`src/rtl/candidate_gen_if.sv`:
```
// -----------------------------------------------------------------------------
// candidate_gen_if
//   Bundles the start/candidate handshake of candidate_gen.
//   start       : one-cycle request pulse (debounced start button)
//   rng_in      : 32-bit free-running LFSR word, sampled on start
//   cand        : sieved odd candidate, valid while cand_valid=1
//   cand_valid  : candidate available
//   cand_ready  : downstream accepts cand
//   busy        : generator not idle
//   attempts    : candidates rejected since last start (saturating)
//   master modport = requester / downstream side, slave modport = generator.
// -----------------------------------------------------------------------------
interface candidate_gen_if #(
    parameter int WIDTH = 16
);
    logic             start;
    logic [31:0]      rng_in;
    logic [WIDTH-1:0] cand;
    logic             cand_valid;
    logic             cand_ready;
    logic             busy;
    logic [7:0]       attempts;

    modport master (
        output start, rng_in, cand_ready,
        input  cand, cand_valid, busy, attempts
    );

    modport slave (
        input  start, rng_in, cand_ready,
        output cand, cand_valid, busy, attempts
    );
endinterface

```
`src/rtl/candidate_gen.sv`:
```
// -----------------------------------------------------------------------------
// candidate_gen
//   Produces an odd WIDTH-bit candidate with its MSB set that is not divisible
//   by any of the primes 3..31. The start value is taken from rng_in; each
//   rejected candidate is stepped by 2 (all-ones wraps to 1000...0001).
//   Divisibility is tested bit-serially: one candidate bit per cycle, one
//   prime after another, MSB first.
//   Ports:
//     clk  : system clock
//     rst  : synchronous active-high reset
//     bus  : candidate_gen_if.slave (start, rng_in, cand, cand_valid,
//            cand_ready, busy, attempts)
// -----------------------------------------------------------------------------
module candidate_gen #(
    parameter int WIDTH = 16
) (
    input  logic                clk,
    input  logic                rst,
    candidate_gen_if.slave      bus
);

    localparam int BW = $clog2(WIDTH);
    localparam logic [BW-1:0] BIT_TOP   = BW'(WIDTH - 1);
    localparam logic [3:0]    LAST_PIDX = 4'd9;

    typedef enum logic [1:0] {
        IDLE,
        SIEVE,
        NEXT,
        DONE
    } state_t;

    state_t           state_q, state_d;
    logic [WIDTH-1:0] cand_q, cand_d;
    logic [7:0]       attempts_q, attempts_d;
    logic [3:0]       pidx_q, pidx_d;
    logic [BW-1:0]    bidx_q, bidx_d;
    logic [4:0]       r_q, r_d;

    logic [5:0]       t;
    logic [5:0]       p;
    logic [4:0]       r_next;

    // rng_in bits outside the candidate body are intentionally dropped.
    logic unused_rng;
    assign unused_rng = ^{bus.rng_in[31:WIDTH-1], bus.rng_in[0]};

    function automatic logic [4:0] prime_at(input logic [3:0] idx);
        logic [4:0] v;
        case (idx)
            4'd0:    v = 5'd3;
            4'd1:    v = 5'd5;
            4'd2:    v = 5'd7;
            4'd3:    v = 5'd11;
            4'd4:    v = 5'd13;
            4'd5:    v = 5'd17;
            4'd6:    v = 5'd19;
            4'd7:    v = 5'd23;
            4'd8:    v = 5'd29;
            default: v = 5'd31;
        endcase
        return v;
    endfunction

    always_comb begin
        state_d    = state_q;
        cand_d     = cand_q;
        attempts_d = attempts_q;
        pidx_d     = pidx_q;
        bidx_d     = bidx_q;
        r_d        = r_q;

        // Shift-and-subtract remainder step; r < p <= 31 so r fits 5 bits.
        t      = {r_q, cand_q[bidx_q]};
        p      = {1'b0, prime_at(pidx_q)};
        r_next = (t >= p) ? 5'(t - p) : t[4:0];

        case (state_q)
            IDLE: begin
                if (bus.start) begin
                    cand_d     = {1'b1, bus.rng_in[WIDTH-2:1], 1'b1};
                    attempts_d = '0;
                    pidx_d     = '0;
                    bidx_d     = BIT_TOP;
                    r_d        = '0;
                    state_d    = SIEVE;
                end
            end
            SIEVE: begin
                r_d = r_next;
                if (bidx_q == '0) begin
                    if (r_next == 5'd0) begin
                        state_d = NEXT;
                    end else if (pidx_q == LAST_PIDX) begin
                        state_d = DONE;
                    end else begin
                        pidx_d = pidx_q + 4'd1;
                        bidx_d = BIT_TOP;
                        r_d    = '0;
                    end
                end else begin
                    bidx_d = bidx_q - BW'(1);
                end
            end
            NEXT: begin
                if (cand_q == '1) begin
                    cand_d = {1'b1, {(WIDTH-2){1'b0}}, 1'b1};
                end else begin
                    cand_d = cand_q + WIDTH'(2);
                end
                if (attempts_q != 8'hFF) begin
                    attempts_d = attempts_q + 8'd1;
                end
                pidx_d  = '0;
                bidx_d  = BIT_TOP;
                r_d     = '0;
                state_d = SIEVE;
            end
            DONE: begin
                if (bus.cand_ready) begin
                    state_d = IDLE;
                end
            end
            default: state_d = IDLE;
        endcase
    end

    always_ff @(posedge clk) begin
        if (rst) begin
            state_q    <= IDLE;
            cand_q     <= '0;
            attempts_q <= '0;
            pidx_q     <= '0;
            bidx_q     <= '0;
            r_q        <= '0;
        end else begin
            state_q    <= state_d;
            cand_q     <= cand_d;
            attempts_q <= attempts_d;
            pidx_q     <= pidx_d;
            bidx_q     <= bidx_d;
            r_q        <= r_d;
        end
    end

    assign bus.cand       = cand_q;
    assign bus.cand_valid = (state_q == DONE);
    assign bus.busy       = (state_q != IDLE);
    assign bus.attempts   = attempts_q;

endmodule

```
`src/flat_wrapper.sv`:
```
// flat-port wrapper written by rule: the top's interface ports become plain ports
module candidate_gen_flat 
#(
    parameter int WIDTH = 16
)
  (clk, rst, bus_start, bus_rng_in, bus_cand_ready, bus_cand, bus_cand_valid, bus_busy, bus_attempts);
  candidate_gen_if #(.WIDTH(WIDTH)) bus_i ();
  input  logic clk;
  input  logic rst;
  input wire logic [$bits(bus_i.start)-1:0] bus_start;
  input wire logic [$bits(bus_i.rng_in)-1:0] bus_rng_in;
  input wire logic [$bits(bus_i.cand_ready)-1:0] bus_cand_ready;
  output wire logic [$bits(bus_i.cand)-1:0] bus_cand;
  output wire logic [$bits(bus_i.cand_valid)-1:0] bus_cand_valid;
  output wire logic [$bits(bus_i.busy)-1:0] bus_busy;
  output wire logic [$bits(bus_i.attempts)-1:0] bus_attempts;
  assign bus_i.start = bus_start;
  assign bus_i.rng_in = bus_rng_in;
  assign bus_i.cand_ready = bus_cand_ready;
  assign bus_cand = bus_i.cand;
  assign bus_cand_valid = bus_i.cand_valid;
  assign bus_busy = bus_i.busy;
  assign bus_attempts = bus_i.attempts;
  candidate_gen #(.WIDTH(WIDTH)) u_core (.clk(clk), .rst(rst), .bus(bus_i));
endmodule
```
`config.mk`:
```
export PLATFORM = sky130hd
export DESIGN_NAME = candidate_gen_flat
export DESIGN_NICKNAME = d
export VERILOG_FILES = /design/src/rtl/candidate_gen_if.sv /design/src/rtl/candidate_gen.sv /design/src/flat_wrapper.sv
export SDC_FILE = /design/constraint.sdc
export NUM_CORES = 1
export LEC_CHECK = 0
export CORE_MARGIN = 2
export CORE_UTILIZATION = 45
export CTS_BUF_LIST = sky130_fd_sc_hd__clkbuf_4 sky130_fd_sc_hd__clkbuf_8
export CTS_CLUSTER_SIZE = 12
export DETAILED_ROUTE_END_ITERATION = 12
export PLACE_DENSITY = 0.77
export SYNTH_ARGS = -nofsm -noshare
export SYNTH_HDL_FRONTEND = slang
export SYNTH_SLANG_ARGS = --single-unit
```
`constraint.sdc`:
```
create_clock -name clk -period 5.2 [get_ports clk]
set_input_delay 1.04 -clock clk [delete_from_list [all_inputs] [get_ports clk]]
set_output_delay 1.04 -clock clk [all_outputs]
set_load 0.02 [all_outputs]
```
==> results.json <==
{
  "status": "complete, no violations",
  "start_util": 0.4711,
  "areaGrowthSynthToFinish_pct": 19.48,
  "drt_iter0_markers": 204,
  "clockBufferDepth": 2,
  "setup_viol": 0,
  "synth_fa_ha_area_frac": 0.06435,
  "worst-path-buf-inv": 0,
  "root_buffer": "clkbuf_8",
  "yosysMostFrequentCell": "nor2_1",
  "ys_top_cells_by_count": "nor2_1 (46), dfxtp_1 (43), a21oi_1 (28), nand2_1 (19), o21ai_0 (17)",
  "grt_start_max_net_pins": 27,
  "relSlewSlack": 0.4624,
  "antenna_left": 0,
  "core_area_um2": 6026,
  "max_stage_delay_ns": 0.54,
  "place_inst": 461,
  "insertion_delay_ns": 0.31,
  "fin_nets": 443,
  "yosysWarnings": 0,
  "cts_sinks": 43,
  "num_antenna_cells": 0,
  "synthTopCellsByArea": "dfxtp_1 (30%), nor2_1 (6.1%), ha_1 (5.7%)",
  "synth_edf_count": 0,
  "worstHoldStart": "u_core.bus.attempts[1]$_SDFFE_PP0P_",
  "criticalPathCategory": "reg2reg",
  "pre_cts_ws_ns": 0.4203,
  "end_kind": "register",
  "ys_types": 68,
  "vdd_drop_max_mv": 0.2681,
  "final.min_clock_period_ns": 4.755,
  "cpMostUsedCell": "nor4_1",
  "place_area_um2": 3307,
  "routabilityCongestion": 0.8441,
  "yosysTopAreaCellShare": 0.3032,
  "critPathMaxFanout": 8,
  "n_fill_cell": 589,
  "synthFlopType": "dfxtp_1",
  "ff2ff_path_depth": 19,
  "cts_made_buffers": 5,
  "tightest_slew_ns": 0.8047,
  "wl_mm": 7.033,
  "clk_pin_slew_ns": 0.08,
  "htree_levels": 2,
  "critical_path.top_delay_family": "compound AO/OA/AOI/OAI gates",
  "synth_top_family_by_area": "simple AND/OR/NAND/NOR gates",
  "track_usage": 0.2054,
  "dr.pass1.iters": 4,
  "avgSynthCellArea_um2": 7.908,
  "grt_pass1_wl_mm": 12.07,
  "worstReg2RegEnd": "u_core.p[1]$_DFF_P_",
  "cp_slowest_cell": "mux4_2",
  "dr_total_vias": 2763,
  "setup_ws_ns": 0.4453,
  "async_flop_share": 0,
  "fin_crit_sh": 0.9144,
  "fin_skew_ns": 0.01598,
  "placementRows": 28,
  "path_cells": "mux4_2 > o22ai_1 > a311o_2 > nand2_1 > fa_1 > o21ai_0 > a22oi_2 > nor4_1 > and3_1 > o21bai_2 > nor2_1 > nor4_1 > a21oi_1 > or2_1 > ha_1 > nand3b_1 > mux2_1 > o31ai_1 > mux2i_1",
  "netlist_instances": 359,
  "grt_pass1_vias": 2619,
  "io_pins": 62,
  "drive_gt1_frac": 0.06853,
  "route.detailed.drc": 0,
  "synth_compound_gate_area_share": 0.2420,
  "hold_end": "u_core.bus.attempts[1]$_SDFFE_PP0P_",
  "dieArea_um2": 6961,
  "reg2reg_from": "u_core.bidx_q[1]$_SDFFE_PP0P_",
  "p_total_w": 0.002020,
  "instances_no_fill": 469,
  "cts_tree": "yes",
  "fin_tns_setup_ns": 0,
  "hp-class": "reg2reg",
  "die_h_um": 83.43,
  "synth_xor_area_frac": 0.02777,
  "arrival_ns": 4.93,
  "synth_simple_gate_area_frac": 0.2609,
  "max_cap_violations": 0,
  "hold_violations": 0,
  "synth_area_leader_cell": "dfxtp_1",
  "pwr_density_cell_nw_per_um2": 595.4,
  "syn_nets": 409,
  "synthesis.area_um2": 2839,
  "dp_hpwl_mm": 5.112,
  "ys_seq_area_frac": 0.3032,
  "maxSlewViolCount": 0,
  "fin_area_um2": 3392,
  "r2r_setup_slack_ns": 0.45,
  "rsz0062_at_grt": "false",
  "synth-seq-cells": 43,
  "drt-wirelength-per-cell_um": 15.00,
  "p_leak_nw": 1.319,
  "required_ns": 5.38,
  "holdBufCountCts": 0,
  "post_drt_via_cell_ratio": 5.891,
  "io_buffers": 43,
  "startpoint_type": "register",
  "min_path_cells": 2,
  "fmax_mhz": 210.3,
  "grt_overflow": 0,
  "synth.area.mux_share": 0.05289,
  "antenna_found_initial": 0,
  "die_w_um": 83.43
}
==> cell type report <==
class | instances | area (um^2) | share of cell area
Timing Repair Buffer | 46 | 452.9 | 0.1335
Sequential cell | 43 | 862.1 | 0.2542
Inverter | 16 | 60.06 | 0.01771
Multi-Input combinational cell | 281 | 1839 | 0.5422
Clock buffer | 5 | 68.82 | 0.02029
Tap cell | 75 | 93.84 | 0.02767
Clock inverter | 3 | 15.01 | 0.004426
==> layer usage <==
metal	wire [um]	track usage	vias to the layer above
li1	-	-	1377
met1	3213	0.2639	1303
met2	3417	0.3548	75
met3	333	0.02883	8
met4	70	0.06598	0
met5	0	0	-
==> worst reg2reg max path, cell delays in order (launching register included) <==
cell	delay, ns
dfxtp_1	0.48
mux4_2	0.54
o22ai_1	0.17
a311o_2	0.23
nand2_1	0.14
fa_1	0.48
o21ai_0	0.26
a22oi_2	0.18
nor4_1	0.19
and3_1	0.20
o21bai_2	0.13
nor2_1	0.35
nor4_1	0.12
a21oi_1	0.21
or2_1	0.16
ha_1	0.22
nand3b_1	0.09
mux2_1	0.30
o31ai_1	0.07
mux2i_1	0.11
==> flip-flops by register name, summed over array words and instances (netlist names) <==
register             count
u_core.pidx_q            4
u_core.p                 4
u_core.bidx_q            4
u_core.r_q               5
u_core.bus.cand         16
u_core.bus.attempts      8
u_core.state_q           2
==> worst max path at each step <==
stage	start	end	slack, ns	cells after the start
2_1_floorplan	u_core.bus.cand[6]$_SDFFE_PP0P_	u_core.p[2]$_SDFF_PP1_	0.87	17
3_3_place_gp	u_core.bidx_q[2]$_SDFFE_PP0P_	u_core.p[1]$_DFF_P_	0.52	20
3_5_place_dp	u_core.bidx_q[2]$_SDFFE_PP0P_	u_core.p[1]$_DFF_P_	0.42	20
4_1_cts	u_core.bidx_q[2]$_SDFFE_PP0P_	u_core.p[1]$_DFF_P_	0.40	20
5_1_grt	u_core.bidx_q[1]$_SDFFE_PP0P_	u_core.p[1]$_DFF_P_	0.04	19
6_report	u_core.bidx_q[1]$_SDFFE_PP0P_	u_core.p[1]$_DFF_P_	0.45	19
==> where the power goes <==
group	internal, W	leakage, nW	total, W	switching (W)
Sequential	0.000408	0.352	0.000537	0.000129
Combinational	0.000526	0.920	0.00127	0.000745
Clock	0.0000921	0.0477	0.000211	0.000119
==> placed cells by master, fill, tap and decap left out, types with 9 or more instances in the layout <==
cell type	n
nor2_1	46
clkdlybuf4s50_1	43
dfxtp_1	42
a21oi_1	28
nand2_1	19
o21ai_0	17
inv_1	14
nand2b_1	14
nor3_1	14
ha_1	13
and3_1	11
mux2i_1	9
==> logic make-up (layout without fill, tap and decap cells) <==
| group | count (synthesis) | count (layout) |
|---|---|---|
| compound gates | 100 | 100 |
| mux | 13 | 13 |
| simple gates | 145 | 145 |
| xor+xnor | 9 | 9 |
| flops | 43 | 43 |
| fa+ha+maj | 14 | 14 |
| buf+inv | 35 | 70 |
==> through the flow <==
step                hold WS [ns]    util
finish                    0.5041  0.5629
global route              0.5321  0.5629
CTS                       0.5103  0.5627
detailed placement        0.4989  0.5488
global placement          0.4861  0.5488
floorplan                 0.4661       -
==> timing repair <==
action                                  in CTS  in global routing
endpoints found under the setup margin       0                  1
setup buffers                                0                  0
hold endpoints to repair                     0                  0
gates resized for setup                      0                  1
(Power assumes the default switching activity.)
